===== src/rtl/pe_seq_ctrl_if.sv =====
//------------------------------------------------------------------------------
// pe_seq_ctrl_if : scheduler / PE-row / memory / writeback signals of the
//                  SNN processing-element row sequencer.
// Revision 1.0
//------------------------------------------------------------------------------
`default_nettype none

interface pe_seq_ctrl_if #(
  parameter int ADDR_W = 10,
  parameter int TAP_W  = 4,
  parameter int OUT_W  = 8
);
  logic              start;
  logic              abort;
  logic              cfg_mode;
  logic [TAP_W-1:0]  cfg_num_taps;
  logic [OUT_W-1:0]  cfg_num_out;
  logic [ADDR_W-1:0] cfg_base_addr;
  logic [7:0]        cfg_vth;
  logic              busy;
  logic              done;
  logic              mem_rd_en;
  logic [ADDR_W-1:0] mem_addr;
  logic              pe_mode;
  logic              pe_accum_src;
  logic [7:0]        pe_vth;
  logic              pe_tap_valid;
  logic [OUT_W-1:0]  neuron_idx;
  logic              res_valid;
  logic              res_ready;

  modport master (
    output start, abort, cfg_mode, cfg_num_taps, cfg_num_out, cfg_base_addr,
           cfg_vth, res_ready,
    input  busy, done, mem_rd_en, mem_addr, pe_mode, pe_accum_src, pe_vth,
           pe_tap_valid, neuron_idx, res_valid
  );

  modport slave (
    input  start, abort, cfg_mode, cfg_num_taps, cfg_num_out, cfg_base_addr,
           cfg_vth, res_ready,
    output busy, done, mem_rd_en, mem_addr, pe_mode, pe_accum_src, pe_vth,
           pe_tap_valid, neuron_idx, res_valid
  );
endinterface

`default_nettype wire


===== src/rtl/pe_seq_ctrl.sv =====
//------------------------------------------------------------------------------
// pe_seq_ctrl : per-neuron sequencer for one SNN PE row (prime, stream taps,
//               drain pipeline, hand result to writeback).
// Revision 1.0
//------------------------------------------------------------------------------
`default_nettype none

module pe_seq_ctrl #(
  parameter int ADDR_W    = 10,
  parameter int TAP_W     = 4,
  parameter int OUT_W     = 8,
  parameter int DRAIN_CYC = 2
) (
  input  logic         clk,
  input  logic         nrst,
  pe_seq_ctrl_if.slave bus
);

  localparam logic [2:0] S_IDLE   = 3'd0;
  localparam logic [2:0] S_PRIME  = 3'd1;
  localparam logic [2:0] S_STREAM = 3'd2;
  localparam logic [2:0] S_DRAIN  = 3'd3;
  localparam logic [2:0] S_OUT    = 3'd4;
  localparam logic [2:0] S_FIN    = 3'd5;

  localparam int              DC_W       = (DRAIN_CYC > 1) ? $clog2(DRAIN_CYC) : 1;
  localparam logic [DC_W-1:0] DRAIN_LAST = DC_W'(DRAIN_CYC - 1);

  logic [2:0]        r_state;
  logic [2:0]        w_next;
  logic              r_mode;
  logic [7:0]        r_vth;
  logic [TAP_W-1:0]  r_num_taps;
  logic [OUT_W-1:0]  r_num_out;
  logic [ADDR_W-1:0] r_addr;
  logic [TAP_W-1:0]  r_tap_cnt;
  logic [DC_W-1:0]   r_drain_cnt;
  logic [OUT_W-1:0]  r_idx;
  logic              r_tap_valid;

  logic w_start_go;
  logic w_last_tap;
  logic w_last_drain;
  logic w_last_out;
  logic w_handshake;
  logic w_busy;
  logic w_done;
  logic w_rd_en;
  logic w_accum_src;
  logic w_res_valid;

  // abort also masks a start in IDLE so the config is not latched
  assign w_start_go   = (r_state == S_IDLE) && bus.start && !bus.abort;
  assign w_last_tap   = (r_tap_cnt == r_num_taps - TAP_W'(1));
  assign w_last_drain = (r_drain_cnt == DRAIN_LAST);
  assign w_last_out   = (r_idx == r_num_out - OUT_W'(1));
  assign w_handshake  = (r_state == S_OUT) && bus.res_ready && !bus.abort;

  always_ff @(posedge clk or negedge nrst) begin
    if (!nrst) begin
      r_state <= S_IDLE;
    end else begin
      r_state <= w_next;
    end
  end

  always_comb begin
    w_next = r_state;
    case (r_state)
      S_IDLE:   if (bus.start) w_next = (bus.cfg_num_out == '0) ? S_FIN : S_PRIME;
      S_PRIME:  w_next = (r_num_taps != '0) ? S_STREAM : S_DRAIN;
      S_STREAM: if (w_last_tap) w_next = S_DRAIN;
      S_DRAIN:  if (w_last_drain) w_next = S_OUT;
      S_OUT:    if (bus.res_ready) w_next = w_last_out ? S_FIN : S_PRIME;
      S_FIN:    w_next = S_IDLE;
      default:  w_next = S_IDLE;
    endcase
    if (bus.abort) begin
      w_next = S_IDLE;
    end
  end

  always_comb begin
    w_busy      = (r_state != S_IDLE);
    w_done      = (r_state == S_FIN);
    w_rd_en     = (r_state == S_STREAM);
    w_accum_src = (r_state == S_PRIME);
    w_res_valid = (r_state == S_OUT);
  end

  // address counter runs on across neurons; only a new start reloads it
  always_ff @(posedge clk or negedge nrst) begin
    if (!nrst) begin
      r_mode      <= 1'b0;
      r_vth       <= '0;
      r_num_taps  <= '0;
      r_num_out   <= '0;
      r_addr      <= '0;
      r_tap_cnt   <= '0;
      r_drain_cnt <= '0;
      r_idx       <= '0;
      r_tap_valid <= 1'b0;
    end else begin
      r_tap_valid <= (r_state == S_STREAM);
      case (r_state)
        S_IDLE: begin
          if (w_start_go) begin
            r_mode     <= bus.cfg_mode;
            r_vth      <= bus.cfg_vth;
            r_num_taps <= bus.cfg_num_taps;
            r_num_out  <= bus.cfg_num_out;
            r_addr     <= bus.cfg_base_addr;
            r_idx      <= '0;
          end
        end
        S_PRIME: begin
          r_tap_cnt   <= '0;
          r_drain_cnt <= '0;
        end
        S_STREAM: begin
          r_addr    <= r_addr + ADDR_W'(1);
          r_tap_cnt <= r_tap_cnt + TAP_W'(1);
        end
        S_DRAIN: begin
          r_drain_cnt <= r_drain_cnt + DC_W'(1);
        end
        S_OUT: begin
          if (w_handshake && !w_last_out) begin
            r_idx <= r_idx + OUT_W'(1);
          end
        end
        default: ;
      endcase
    end
  end

  assign bus.busy         = w_busy;
  assign bus.done         = w_done;
  assign bus.mem_rd_en    = w_rd_en;
  assign bus.mem_addr     = r_addr;
  assign bus.pe_mode      = r_mode;
  assign bus.pe_accum_src = w_accum_src;
  assign bus.pe_vth       = r_vth;
  assign bus.pe_tap_valid = r_tap_valid;
  assign bus.neuron_idx   = r_idx;
  assign bus.res_valid    = w_res_valid;

endmodule

`default_nettype wire

===== src/flat_wrapper.sv =====
// flat-port wrapper written by rule: the top's interface ports become plain ports
module pe_seq_ctrl_flat 
#(
  parameter int ADDR_W    = 10,
  parameter int TAP_W     = 4,
  parameter int OUT_W     = 8,
  parameter int DRAIN_CYC = 2
)
  (clk, nrst, bus_start, bus_abort, bus_cfg_mode, bus_cfg_num_taps, bus_cfg_num_out, bus_cfg_base_addr, bus_cfg_vth, bus_res_ready, bus_busy, bus_done, bus_mem_rd_en, bus_mem_addr, bus_pe_mode, bus_pe_accum_src, bus_pe_vth, bus_pe_tap_valid, bus_neuron_idx, bus_res_valid);
  pe_seq_ctrl_if #(.ADDR_W(ADDR_W), .TAP_W(TAP_W), .OUT_W(OUT_W)) bus_i ();
  input  logic clk;
  input  logic nrst;
  input wire logic [$bits(bus_i.start)-1:0] bus_start;
  input wire logic [$bits(bus_i.abort)-1:0] bus_abort;
  input wire logic [$bits(bus_i.cfg_mode)-1:0] bus_cfg_mode;
  input wire logic [$bits(bus_i.cfg_num_taps)-1:0] bus_cfg_num_taps;
  input wire logic [$bits(bus_i.cfg_num_out)-1:0] bus_cfg_num_out;
  input wire logic [$bits(bus_i.cfg_base_addr)-1:0] bus_cfg_base_addr;
  input wire logic [$bits(bus_i.cfg_vth)-1:0] bus_cfg_vth;
  input wire logic [$bits(bus_i.res_ready)-1:0] bus_res_ready;
  output wire logic [$bits(bus_i.busy)-1:0] bus_busy;
  output wire logic [$bits(bus_i.done)-1:0] bus_done;
  output wire logic [$bits(bus_i.mem_rd_en)-1:0] bus_mem_rd_en;
  output wire logic [$bits(bus_i.mem_addr)-1:0] bus_mem_addr;
  output wire logic [$bits(bus_i.pe_mode)-1:0] bus_pe_mode;
  output wire logic [$bits(bus_i.pe_accum_src)-1:0] bus_pe_accum_src;
  output wire logic [$bits(bus_i.pe_vth)-1:0] bus_pe_vth;
  output wire logic [$bits(bus_i.pe_tap_valid)-1:0] bus_pe_tap_valid;
  output wire logic [$bits(bus_i.neuron_idx)-1:0] bus_neuron_idx;
  output wire logic [$bits(bus_i.res_valid)-1:0] bus_res_valid;
  assign bus_i.start = bus_start;
  assign bus_i.abort = bus_abort;
  assign bus_i.cfg_mode = bus_cfg_mode;
  assign bus_i.cfg_num_taps = bus_cfg_num_taps;
  assign bus_i.cfg_num_out = bus_cfg_num_out;
  assign bus_i.cfg_base_addr = bus_cfg_base_addr;
  assign bus_i.cfg_vth = bus_cfg_vth;
  assign bus_i.res_ready = bus_res_ready;
  assign bus_busy = bus_i.busy;
  assign bus_done = bus_i.done;
  assign bus_mem_rd_en = bus_i.mem_rd_en;
  assign bus_mem_addr = bus_i.mem_addr;
  assign bus_pe_mode = bus_i.pe_mode;
  assign bus_pe_accum_src = bus_i.pe_accum_src;
  assign bus_pe_vth = bus_i.pe_vth;
  assign bus_pe_tap_valid = bus_i.pe_tap_valid;
  assign bus_neuron_idx = bus_i.neuron_idx;
  assign bus_res_valid = bus_i.res_valid;
  pe_seq_ctrl #(.ADDR_W(ADDR_W), .TAP_W(TAP_W), .OUT_W(OUT_W), .DRAIN_CYC(DRAIN_CYC)) u_core (.clk(clk), .nrst(nrst), .bus(bus_i));
endmodule

===== config.mk =====
export PLATFORM = sky130hd
export DESIGN_NAME = pe_seq_ctrl_flat
export DESIGN_NICKNAME = d
export VERILOG_FILES = /design/src/rtl/pe_seq_ctrl_if.sv /design/src/rtl/pe_seq_ctrl.sv /design/src/flat_wrapper.sv
export SDC_FILE = /design/constraint.sdc
export NUM_CORES = 1
export LEC_CHECK = 0
export ABC_AREA = 0
export CAP_MARGIN = 20
export CORE_MARGIN = 1.5
export CORE_UTILIZATION = 35
export DETAILED_ROUTE_END_ITERATION = 10
export GPL_ROUTABILITY_DRIVEN = 0
export GPL_TIMING_DRIVEN = 0
export RECOVER_POWER = 100
export SLEW_MARGIN = 10
export SYNTH_ARGS = -nofsm -noshare
export SYNTH_HDL_FRONTEND = slang
export SYNTH_SLANG_ARGS = --single-unit

===== constraint.sdc =====
create_clock -name clk -period 1.95 [get_ports clk]
set_input_delay 0.39 -clock clk [delete_from_list [all_inputs] [get_ports clk]]
set_output_delay 0.39 -clock clk [all_outputs]
set_load 0.03 [all_outputs]

==> flow_metrics.env, run 1 <==
export IMPL_status="complete, but fails checks"
export IMPL_violations="max-capacitance violations, max-slew violations, negative setup slack"
export IMPL_hpwl_um=4967
export IMPL_start_kind="flip-flop"
export IMPL_place_ws_ns=-0.6670
export IMPL_path_class="reg -> reg"
export IMPL_portBuffers=68
export IMPL_root_buffer="clkbuf_8"
export IMPL_drv_cap=1
export IMPL_clk_pin_slew_ns=0.09
export IMPL_wirelength_um=6922
export IMPL_worst_setup_path_end_kind="flip-flop"
export IMPL_worstMarginPinSlew_ns=1.573
export IMPL_grt_antenna_before_repair=0
export IMPL_wl_per_cell_um=13.98
export IMPL_leakage_nw=1.679
export IMPL_total_power_mw=5.383
export IMPL_cts_sinks=48
export IMPL_pin_count=69
export IMPL_setup_viol=13
export IMPL_finalCritPeriodShare_pct=113.0
export IMPL_die_x_um=90.00
export IMPL_drv_slew=30
export IMPL_viasPerCell=4.881
export IMPL_synth_nets=344
export IMPL_worstPathRequired_ns=2.19
export IMPL_final_util_pct=51.75
export IMPL_synth_xor_area_share_pct=4.960
export IMPL_grt_usage_pct=17.52
export IMPL_rsz0062_at_grt="yes"
export IMPL_grt_pass1_vias=2399
export IMPL_nets=436
export IMPL_final_instance_count_excl_fill=495
export IMPL_via_count=2416
export IMPL_period_minus_slack_ns=2.203
export IMPL_cp_max_fo=4
export IMPL_fmax_ghz=0.4540
export IMPL_synth_edf_count=0
export IMPL_rows=31
export IMPL_synthMuxAreaShare_pct=2.267
export IMPL_synth_compound_area_share_pct=14.22
export IMPL_cts_buffers=5
export IMPL_drtAntennaViolNets=0
export IMPL_power_density_nw_per_um2=1427
export IMPL_grt_first_pass_wirelength_um=11430
export IMPL_peakVddDrop_uv=661.8
export IMPL_cts_tree="yes"
export IMPL_slew_headroom_pct=-4.898
export IMPL_post_cts_hold_buffer_count=0
export IMPL_finalHoldWorstSlack_ns=0.4652
export IMPL_arrival_ns=2.44
export IMPL_drive_gt1_share_pct=17.68
export IMPL_fin_ws_ns=-0.2528
export IMPL_design_core_area_um2=7292
export IMPL_drt_pass1_iterations=6
export IMPL_synth_area_um2=2649
export IMPL_syn_to_final_growth_pct=42.47
export IMPL_synth_flop_cell="dfrtp_1"
export IMPL_ctsLongestPathBuffers=2
export IMPL_yosysSeqAreaShare_pct=45.35
export IMPL_synthAdderAreaFrac_pct=2.362
export IMPL_die_height_um=90.00
export IMPL_die_area_um2=8099
export IMPL_ys_warn_count=0
export IMPL_initial_utilization_pct=36.32
export IMPL_overflow=0
export IMPL_drc=0
export IMPL_cts_max_level=2
export IMPL_antennaDiodeCount=0
export IMPL_synth_distinct_cells=52
export IMPL_syn_avg_cell_area_um2=8.742
export IMPL_placed_cells=471
export IMPL_worstSkewPairLatency_ns=0.30
export IMPL_synth_top_family_by_area="simple AND/OR/NAND/NOR gates"
export IMPL_synthSimpleGateAreaFrac_pct=26.55
export IMPL_ys_ff_latch=48
export IMPL_fin_skew_ns=0.003438
export IMPL_min_path_type="in -> async"
export IMPL_async_reset_ff_share_pct=100.0
export IMPL_drt_iter0_markers=167
export IMPL_final_hold_viol_count=0
export IMPL_grt_max_degree=30
export IMPL_synthCells=303
## power by group
group          leakage (nW)  switching (mW)  internal [mW]  total (mW)
Sequential            0.607           0.414           1.36        1.77
Combinational          1.02            1.57           1.32        2.89
Clock                0.0541           0.343          0.380       0.722
## Yosys cell counts (all sizes together), types with 3 or more instances
master | count | share of area (%)
nand3 | 10 | 1.9
nor2 | 20 | 2.9
inv | 16 | 2.3
o21ai | 13 | 2.5
ha | 5 | 2.4
and2 | 3 | 0.76
nor4 | 5 | 2.2
dfrtp | 48 | 45
and3 | 5 | 1.2
nand4 | 4 | 0.94
clkbuf | 8 | 1.9
or2 | 3 | 0.80
nor3 | 5 | 0.94
nand2 | 82 | 12
a21oi | 15 | 3.1
xnor2 | 13 | 4.3
a31oi | 4 | 0.94
nand2b | 3 | 0.71
mux2i | 6 | 2.3
## registers in the layout, summed over array words and instances (netlist names)
| signal | cells |
|---|---|
| u_core.r_num_taps | 4 |
| u_core.r_tap_cnt | 4 |
| u_core.r_state | 3 |
| u_core.bus.neuron_idx | 8 |
| u_core.r_drain_cnt | 1 |
| u_core.bus.pe_vth | 8 |
| u_core.bus.pe_tap_valid | 1 |
| u_core.bus.mem_addr | 10 |
| u_core.bus.pe_mode | 1 |
| u_core.r_num_out | 8 |
## final timing paths
kind / startpoint / endpoint / slack (ns) / cells after the start
worst max-delay path: u_core.r_num_out[0] / u_core.bus.neuron_idx[6] / -0.25 / 9
worst min-delay path: nrst / u_core.bus.mem_addr[3] / 0.47 / 1
worst max register to register: u_core.r_num_out[0] / u_core.bus.neuron_idx[6] / -0.25 / 9
worst min register to register: u_core.bus.pe_vth[5] / u_core.bus.pe_vth[5] / 0.48 / 2
max in group asynchronous: nrst / u_core.r_state[1] / 0.18 / 2
min in group clk: u_core.bus.pe_vth[5] / u_core.bus.pe_vth[5] / 0.48 / 2
## kinds of logic (layout without fill, tap and decap cells)
| family | after synthesis | after routing |
|---|---|---|
| flops | 48 | 48 |
| fa+ha+maj | 5 | 5 |
| xor+xnor | 15 | 15 |
| mux | 6 | 6 |
| buf+inv | 25 | 118 |
| simple gates | 149 | 149 |
| compound gates | 55 | 55 |
## cell type report
cell class	instances	area, µm²
fill	692	3518
multi-input combinational	230	1443
sequential	48	1206
timing repair buffer	85	777.0
tap	99	123.9
clock buffer	5	68.82
inverter	16	63.81
buffer	9	48.80
clock inverter	3	42.54
## worst max-delay path, stage by stage (launching register included)
cell and delay (ns):
dfrtp_2 0.43, buf_6 0.13, or2_4 0.27, nor4_4 0.19
xnor2_2 0.18, nor4_4 0.08, buf_4 0.15, a2111oi_4 0.41
nand3_1 0.15, a21oi_2 0.15
## stage by stage
stage / TNS, ns / cell area [µm²]
2_1_floorplan: -1.211 / 2663
3_3_place_gp: -55.63 / 3467
3_5_place_dp: -9.556 / 3490
4_1_cts: -1.390 / 3689
5_1_grt: -7.883 / 3774
6_report: -1.770 / 3774
## routing by layer
layer | part of all wire (%) | vias to the layer above | wire, µm | track usage [%]
li1 | - | 1219 | - | -
met1 | 46 | 1148 | 3172 | 22.21
met2 | 50 | 45 | 3451 | 30.53
met3 | 3.5 | 4 | 242 | 3.130
met4 | 0.81 | 0 | 56 | 5.026
met5 | 0 | - | 0 | 0
## repair_timing
item | in CTS | in global routing
endpoints found under the setup margin | 14 | 37
pin swaps | 10 | 7
setup buffers | 5 | 11
resized for setup | 42 | 29
## cell usage in the layout (no fill, tap or decap), types with 5 or more instances in the layout
cell type / count
o21ai_0: 13
inv_1: 9
mux2i_1: 6
inv_2: 5
nand2_1: 80
dfrtp_1: 44
clkbuf_2: 5
clkbuf_8: 6
clkdlybuf4s50_1: 44
and3_1: 5
dlygate4sd3_1: 16
xnor2_1: 9
buf_4: 13
nor3_1: 5
nor2_1: 17
a21oi_1: 13
clkbuf_1: 9
nand3_1: 9
No activity file was read; power rests on OpenSTA's default activity.
==> run 2: changes to the inputs <==
--- a/config.mk
+++ b/config.mk
@@ -7,9 +7,11 @@
 export LEC_CHECK = 0
 export ABC_AREA = 0
 export CAP_MARGIN = 20
+export CORE_ASPECT_RATIO = 0.8
 export CORE_MARGIN = 1.5
 export CORE_UTILIZATION = 35
 export DETAILED_ROUTE_END_ITERATION = 10
+export DONT_BUFFER_PORTS = 1
 export GPL_ROUTABILITY_DRIVEN = 0
 export GPL_TIMING_DRIVEN = 0
 export RECOVER_POWER = 100
==> constraint.sdc (replaced) <==
create_clock -name clk -period 2.11 [get_ports clk]
set_input_delay 0.422 -clock clk [delete_from_list [all_inputs] [get_ports clk]]
set_output_delay 0.422 -clock clk [all_outputs]
set_load 0.03 [all_outputs]
==> run 2 against run 1 <==
  * The run ends with negative setup slack left
  * Combinational power decreased by 45%
  * Total power decreased by 20%
  * Clock skew rose by 0.0056 ns
  * Die area is essentially flat
  * Register-to-register slack improved by 0.17 ns
  * First-iteration DRC count shrank 35%
  * Hold slack got worse by 0.29 ns
  * Core utilization is 11 points lower
  * Critical path type is now reg -> out
==> flow_metrics.env, run 2 (same netlist as run 1, synthesis figures left out) <==
export IMPL_die_area_um2=8102
export IMPL_grt_usage_pct=17.90
export IMPL_finalHoldWorstSlack_ns=0.1761
export IMPL_drv_cap=0
export IMPL_clk_pin_slew_ns=0.09
export IMPL_arrival_ns=1.77
export IMPL_via_count=2206
export IMPL_wirelength_um=6822
export IMPL_drive_gt1_share_pct=13.84
export IMPL_nets=358
export IMPL_die_x_um=100.3
export IMPL_cts_max_level=2
export IMPL_mostFrequentLayoutCells="nand2_1, dfrtp_1, nor2_1"
export IMPL_path_class="reg -> out"
export IMPL_die_height_um=80.81
export IMPL_drt_pass1_iterations=5
export IMPL_grt_first_pass_wirelength_um=11180
export IMPL_syn_to_final_growth_pct=12.38
export IMPL_switching_share_pct=46.69
export IMPL_cts_sinks=48
export IMPL_final_util_pct=40.46
export IMPL_fmax_ghz=0.4553
export IMPL_portBuffers=0
export IMPL_fin_ws_ns=-0.08641
export IMPL_leakage_nw=1.328
export IMPL_final_hold_viol_count=0
export IMPL_largest_register_ffs=10
export IMPL_total_power_mw=4.292
export IMPL_start_kind="flip-flop"
export IMPL_ctsLongestPathBuffers=2
export IMPL_drc=0
export IMPL_period_minus_slack_ns=2.196
export IMPL_worstMarginPinSlew_ns=1.236
export IMPL_pwr_share_seq_pct=47.3
export IMPL_cp_slowest_stage_delay_ns=0.47
export IMPL_grt_antenna_before_repair=0
export IMPL_clockPowerShare_pct=15.7
export IMPL_min_path_type="in -> reg"
export IMPL_grt_pass1_vias=2240
export IMPL_overflow=0
export IMPL_finalCritPeriodShare_pct=104.1
export IMPL_drt_iter0_markers=108
export IMPL_setup_viol=9
export IMPL_pin_count=69
export IMPL_power_switching_mw=2.004
export IMPL_worstPathRequired_ns=1.69
export IMPL_rsz0062_at_grt="yes"
export IMPL_viasPerCell=5.407
export IMPL_cpMaxStageDelayCell="dfrtp_1"
export IMPL_design_core_area_um2=7357
export IMPL_cp_max_fo=11
export IMPL_grt_max_degree=49
export IMPL_initial_utilization_pct=36.00
export IMPL_antennaDiodeCount=0
export IMPL_drtAntennaViolNets=0
export IMPL_drv_slew=0
export IMPL_hpwl_um=4935
export IMPL_worst_setup_path_end_kind="output pin"
export IMPL_violations="negative setup slack"
export IMPL_fin_skew_ns=0.009046
export IMPL_power_density_nw_per_um2=1442
export IMPL_crit_chain="inv_1 -> nand2_1 -> or2_2 -> inv_2 -> clkbuf_2"
export IMPL_setup_tns_ns=-0.4790
export IMPL_root_buffer="clkbuf_8"
export IMPL_cts_buffers=5
export IMPL_rows=28
export IMPL_peakVddDrop_uv=557.3
export IMPL_cts_tree="yes"
export IMPL_power_frac_comb_pct=37.1
export IMPL_slew_headroom_pct=17.60
export IMPL_wl_per_cell_um=16.72
export IMPL_final_common_cell="nand2_1"
export IMPL_p_int_mw=2.288
export IMPL_worstSkewPairLatency_ns=0.31
export IMPL_status="complete, but fails checks"
[run 2: stage by stage]
stage                     setup WS (ns)  cells  cell area, µm²
after global routing            -0.1871    408            2977
after floorplan               -0.006878    303            2663
final                          -0.08641    408            2977
after CTS                      -0.07027    407            2993
after global placement          -0.1639    393            2775
after detailed placement        -0.1911    393            2775
[run 2: critical path: cells and delay by family, from the launching register on]
kind,cells,cell delay [ns]
AND/OR/NAND/NOR,2,0.40
flip-flops,1,0.47
buffers and inverters,3,0.61
[run 2: layer usage]
layer | track usage, % | wire length [µm] | vias up
li1 | - | - | 1066
met1 | 23.06 | 3125 | 1058
met2 | 29.25 | 3083 | 71
met3 | 4.991 | 508 | 11
met4 | 5.915 | 105 | 0
met5 | 0 | 0 | -
[run 2: final timing paths]
check                                    startpoint                       end  slack (ns)  cells after the start
setup / recovery                  u_core.r_state[0]             bus_mem_rd_en       -0.09                      5
hold / removal                            bus_abort         u_core.r_state[1]        0.18                      1
setup reg to reg           u_core.bus.neuron_idx[4]  u_core.bus.neuron_idx[3]       -0.09                      7
hold reg to reg                 u_core.r_tap_cnt[3]       u_core.r_tap_cnt[3]        0.52                      1
max in group asynchronous                      nrst  u_core.bus.neuron_idx[0]        0.35                      2
min in group asynchronous                      nrst    u_core.bus.mem_addr[6]        0.93                      2
[run 2: layout make-up]
cell class,instances,area [µm²]
buffer,9,46.29
clock buffer,6,72.57
clock inverter,2,35.03
fill,742,4380
inverter,16,63.81
multi-input combinational,230,1388
sequential,48,1206
tap,90,112.6
timing repair buffer,7,52.55
[run 2: power groups by stage]
stage               sequential, mW  clock (mW)  combinational [mW]
finish                        2.03       0.672                1.59
global route                  2.09       0.733                1.78
CTS                           2.02       0.693                1.60
detailed placement            2.03           0                1.46
global placement              2.02           0                1.42
floorplan                     1.93           0                1.21
[run 2: what timing repair did]
| item | in CTS | in global routing |
|---|---|---|
| endpoints found under the hold margin | 48 | 0 |
| hold buffers | 2 | 0 |
| endpoints found under the setup margin | 17 | 13 |
| pin swaps | 6 | 2 |
| cloned | 0 | 0 |
| resized for setup | 12 | 6 |
| buffers inserted | 4 | 1 |
==> run 3: changes to the inputs <==
--- a/config.mk
+++ b/config.mk
@@ -5,7 +5,7 @@
 export SDC_FILE = /design/constraint.sdc
 export NUM_CORES = 1
 export LEC_CHECK = 0
-export ABC_AREA = 0
+export ABC_AREA = 1
 export CAP_MARGIN = 20
 export CORE_ASPECT_RATIO = 0.8
 export CORE_MARGIN = 1.5
@@ -15,7 +15,6 @@
 export GPL_ROUTABILITY_DRIVEN = 0
 export GPL_TIMING_DRIVEN = 0
 export RECOVER_POWER = 100
-export SLEW_MARGIN = 10
 export SYNTH_ARGS = -nofsm -noshare
 export SYNTH_HDL_FRONTEND = slang
 export SYNTH_SLANG_ARGS = --single-unit
==> run 3 against run 2 <==
  * The run now ends clean
  * Die area rose by 6.7%
  * Fmax rose by 9.6%
  * Count of clock-buffer cells in the layout is the same
  * Final cell count grew 22%
  * Hold slack better by 0.013 ns
  * Core utilization decreased by 1.4 points
  * Global-route usage down 1.7 points
  * Critical path type unchanged
  * Critical endpoint unchanged
==> flow_metrics.env, run 3 <==
export IMPL_clockPowerShare_pct=13.1
export IMPL_worstPathRequired_ns=1.69
export IMPL_wirelength_um=6844
export IMPL_yosys_area_top_type="dfrtp_1"
export IMPL_start_kind="flip-flop"
export IMPL_nets=430
export IMPL_cts_tree="yes"
export IMPL_grt_usage_pct=16.25
export IMPL_r2r_setup_slack_ns=0.21
export IMPL_cp_slowest_stage_delay_ns=0.46
export IMPL_period_minus_slack_ns=2.004
export IMPL_worstSkewPairLatency_ns=0.30
export IMPL_drv_cap=0
export IMPL_arrival_ns=1.58
export IMPL_synth_most_common_cell="nand2_1"
export IMPL_drive_gt1_share_pct=9.744
export IMPL_reg2reg_to="u_core.bus.neuron_idx[3]"
export IMPL_cts_max_level=2
export IMPL_syn_to_final_growth_pct=8.437
export IMPL_min_path_type="in -> reg"
export IMPL_root_buffer="clkbuf_8"
export IMPL_grt_first_pass_wirelength_um=11310
export IMPL_cts_buffers=5
export IMPL_antennaDiodeCount=0
export IMPL_wl_per_cell_um=13.74
export IMPL_cp_endpoint="bus_mem_rd_en"
export IMPL_ys_warn_count=0
export IMPL_grt_max_degree=49
export IMPL_ctsLongestPathBuffers=2
export IMPL_setup_viol=0
export IMPL_largest_register_ffs=10
export IMPL_fin_skew_ns=0.01261
export IMPL_final_hold_viol_count=0
export IMPL_synth_common_cells="nand2_1, dfrtp_1, inv_1"
export IMPL_slew_headroom_pct=19.21
export IMPL_synth_distinct_cells=37
export IMPL_clk_pin_slew_ns=0.09
export IMPL_synth_edf_count=0
export IMPL_async_reset_ff_share_pct=100.0
export IMPL_synth_top_area_share_pct=42.40
export IMPL_worstMarginPinSlew_ns=1.212
export IMPL_synth_flop_cell="dfrtp_1"
export IMPL_ys_ff_latch=48
export IMPL_power_frac_comb_pct=40.6
export IMPL_total_power_mw=4.447
export IMPL_via_count=2438
export IMPL_synthCells=380
export IMPL_setup_tns_ns=0
export IMPL_pwr_share_seq_pct=46.3
export IMPL_yosysSeqAreaShare_pct=42.40
export IMPL_overflow=0
export IMPL_cp_num_cells=2
export IMPL_drv_slew=0
export IMPL_finalInstanceArea_um2=3072
export IMPL_drt_iter0_markers=100
export IMPL_path_class="reg -> out"
export IMPL_drtAntennaViolNets=0
export IMPL_synth_area_top_cells="dfrtp_1, nand2_1, inv_1, nand3_1, nor2_1"
export IMPL_synth_nets=421
export IMPL_path_delay_family="flip-flops"
export IMPL_portBuffers=0
export IMPL_pin_count=69
export IMPL_grt_antenna_before_repair=0
export IMPL_rsz0062_at_grt="no"
export IMPL_initial_utilization_pct=35.98
export IMPL_status="completed"
export IMPL_power_density_nw_per_um2=1448
export IMPL_peakVddDrop_uv=572.2
export IMPL_rows=29
export IMPL_cts_sinks=48
export IMPL_cp_max_fo=11
export IMPL_worstRegToRegCells=15
export IMPL_crit_chain="nor3_4 -> buf_2"
export IMPL_critPathBufInv=1
export IMPL_power_switching_mw=2.274
export IMPL_design_core_area_um2=7874
export IMPL_leakage_nw=1.522
export IMPL_grt_pass1_vias=2339
export IMPL_drc=0
export IMPL_mostFrequentLayoutCells="nand2_1, dfrtp_1, inv_1"
export IMPL_place_area_um2=2968
export IMPL_viasPerCell=4.896
export IMPL_r2r_start="u_core.r_num_out[0]"
export IMPL_synth_area_um2=2833
export IMPL_hpwl_um=5095
export IMPL_cpMaxStageDelayCell="dfrtp_1"
export IMPL_finalCritPeriodShare_pct=95.00
export IMPL_die_height_um=83.47
export IMPL_fmax_ghz=0.4989
export IMPL_switching_share_pct=51.14
export IMPL_die_x_um=103.6
export IMPL_final_common_cell="nand2_1"
export IMPL_p_int_mw=2.173
export IMPL_syn_avg_cell_area_um2=7.455
export IMPL_die_area_um2=8645
export IMPL_worst_setup_path_end_kind="output pin"
export IMPL_holdPathStages=1
export IMPL_drt_pass1_iterations=4
export IMPL_startpoint="u_core.r_state[2]"
==> run 3: cell types whose count changed in the layout (fill, tap and decap cells not counted), moves of 7 or more <==
| cell | before | now |
|---|---|---|
| nand3_1 | 10 | 30 |
| inv_1 | 12 | 44 |
| nor2_1 | 18 | 30 |
| nand2_1 | 81 | 113 |
| o21ai_0 | 13 | 20 |
==> run 3: cell type report <==
class | instances | area, µm²
Sequential cell | 48 | 1201
Multi-Input combinational cell | 274 | 1406
Fill cell | 813 | 4802
Timing Repair Buffer | 2 | 15.01
Buffer | 8 | 33.78
Clock buffer | 6 | 82.58
Tap cell | 108 | 135.1
Inverter | 50 | 187.7
Clock inverter | 2 | 10.01
==> run 3: worst min path at each step <==
| stage | from | slack, ns | endpoint |
|---|---|---|---|
| 6_report | bus_abort | 0.19 | u_core.r_state[1] |
| 5_1_grt | bus_abort | 0.17 | u_core.r_state[1] |
| 4_1_cts | bus_abort | 0.18 | u_core.r_state[1] |
| 3_5_place_dp | nrst | 0.13 | u_core.r_num_out[1] |
| 3_3_place_gp | nrst | 0.13 | u_core.r_num_out[2] |
| 2_1_floorplan | nrst | 0.13 | u_core.bus.mem_addr[0] |
==> run 3: power by group through the flow <==
| stage | clock (mW) | sequential (mW) | combinational [mW] |
|---|---|---|---|
| finish | 0.582 | 2.06 | 1.80 |
| global route | 0.640 | 2.12 | 2.08 |
| CTS | 0.605 | 2.06 | 1.84 |
| detailed placement | 0 | 2.07 | 1.80 |
| global placement | 0 | 2.07 | 1.75 |
| floorplan | 0 | 1.97 | 1.49 |
==> run 3: layer usage <==
metal | up-vias | global-route usage [%] | part of all wire [%]
met5 | - | 0 | 0
met4 | 0 | 4.798 | 1.8
met3 | 8 | 3.513 | 4.1
met2 | 60 | 26.61 | 46
met1 | 1134 | 21.70 | 48
li1 | 1236 | - | -
==> run 3: kinds of logic (layout without fill, tap and decap cells) <==
logic type,after synthesis,after routing,share of synthesized area [%]
adder cells (fa/ha/maj),5,5,2.208
XOR/XNOR,12,12,3.710
buffers and inverters,58,68,7.951
AO/OA/AOI/OAI,45,45,9.099
flip-flops,48,48,42.40
AND/OR/NAND/NOR,212,212,34.63
==> run 3: timing repair <==
item,4_1_cts,5_1_grt
hold endpoints to repair,48,0
endpoints found under the setup margin,1,0
hold buffers,2,0
setup buffers,0,0
resized for setup,1,0
==> run 3: through the flow <==
step	setup slack [ns]	hold slack (ns)	cells	util [%]
floorplan	0.4320	0.1264	380	-
global placement	0.2502	0.1273	488	37.69
detailed placement	0.2444	0.1272	488	37.69
CTS	0.05573	0.1767	498	39.41
global route	0.008434	0.1702	498	39.01
finish	0.1055	0.1894	498	39.01
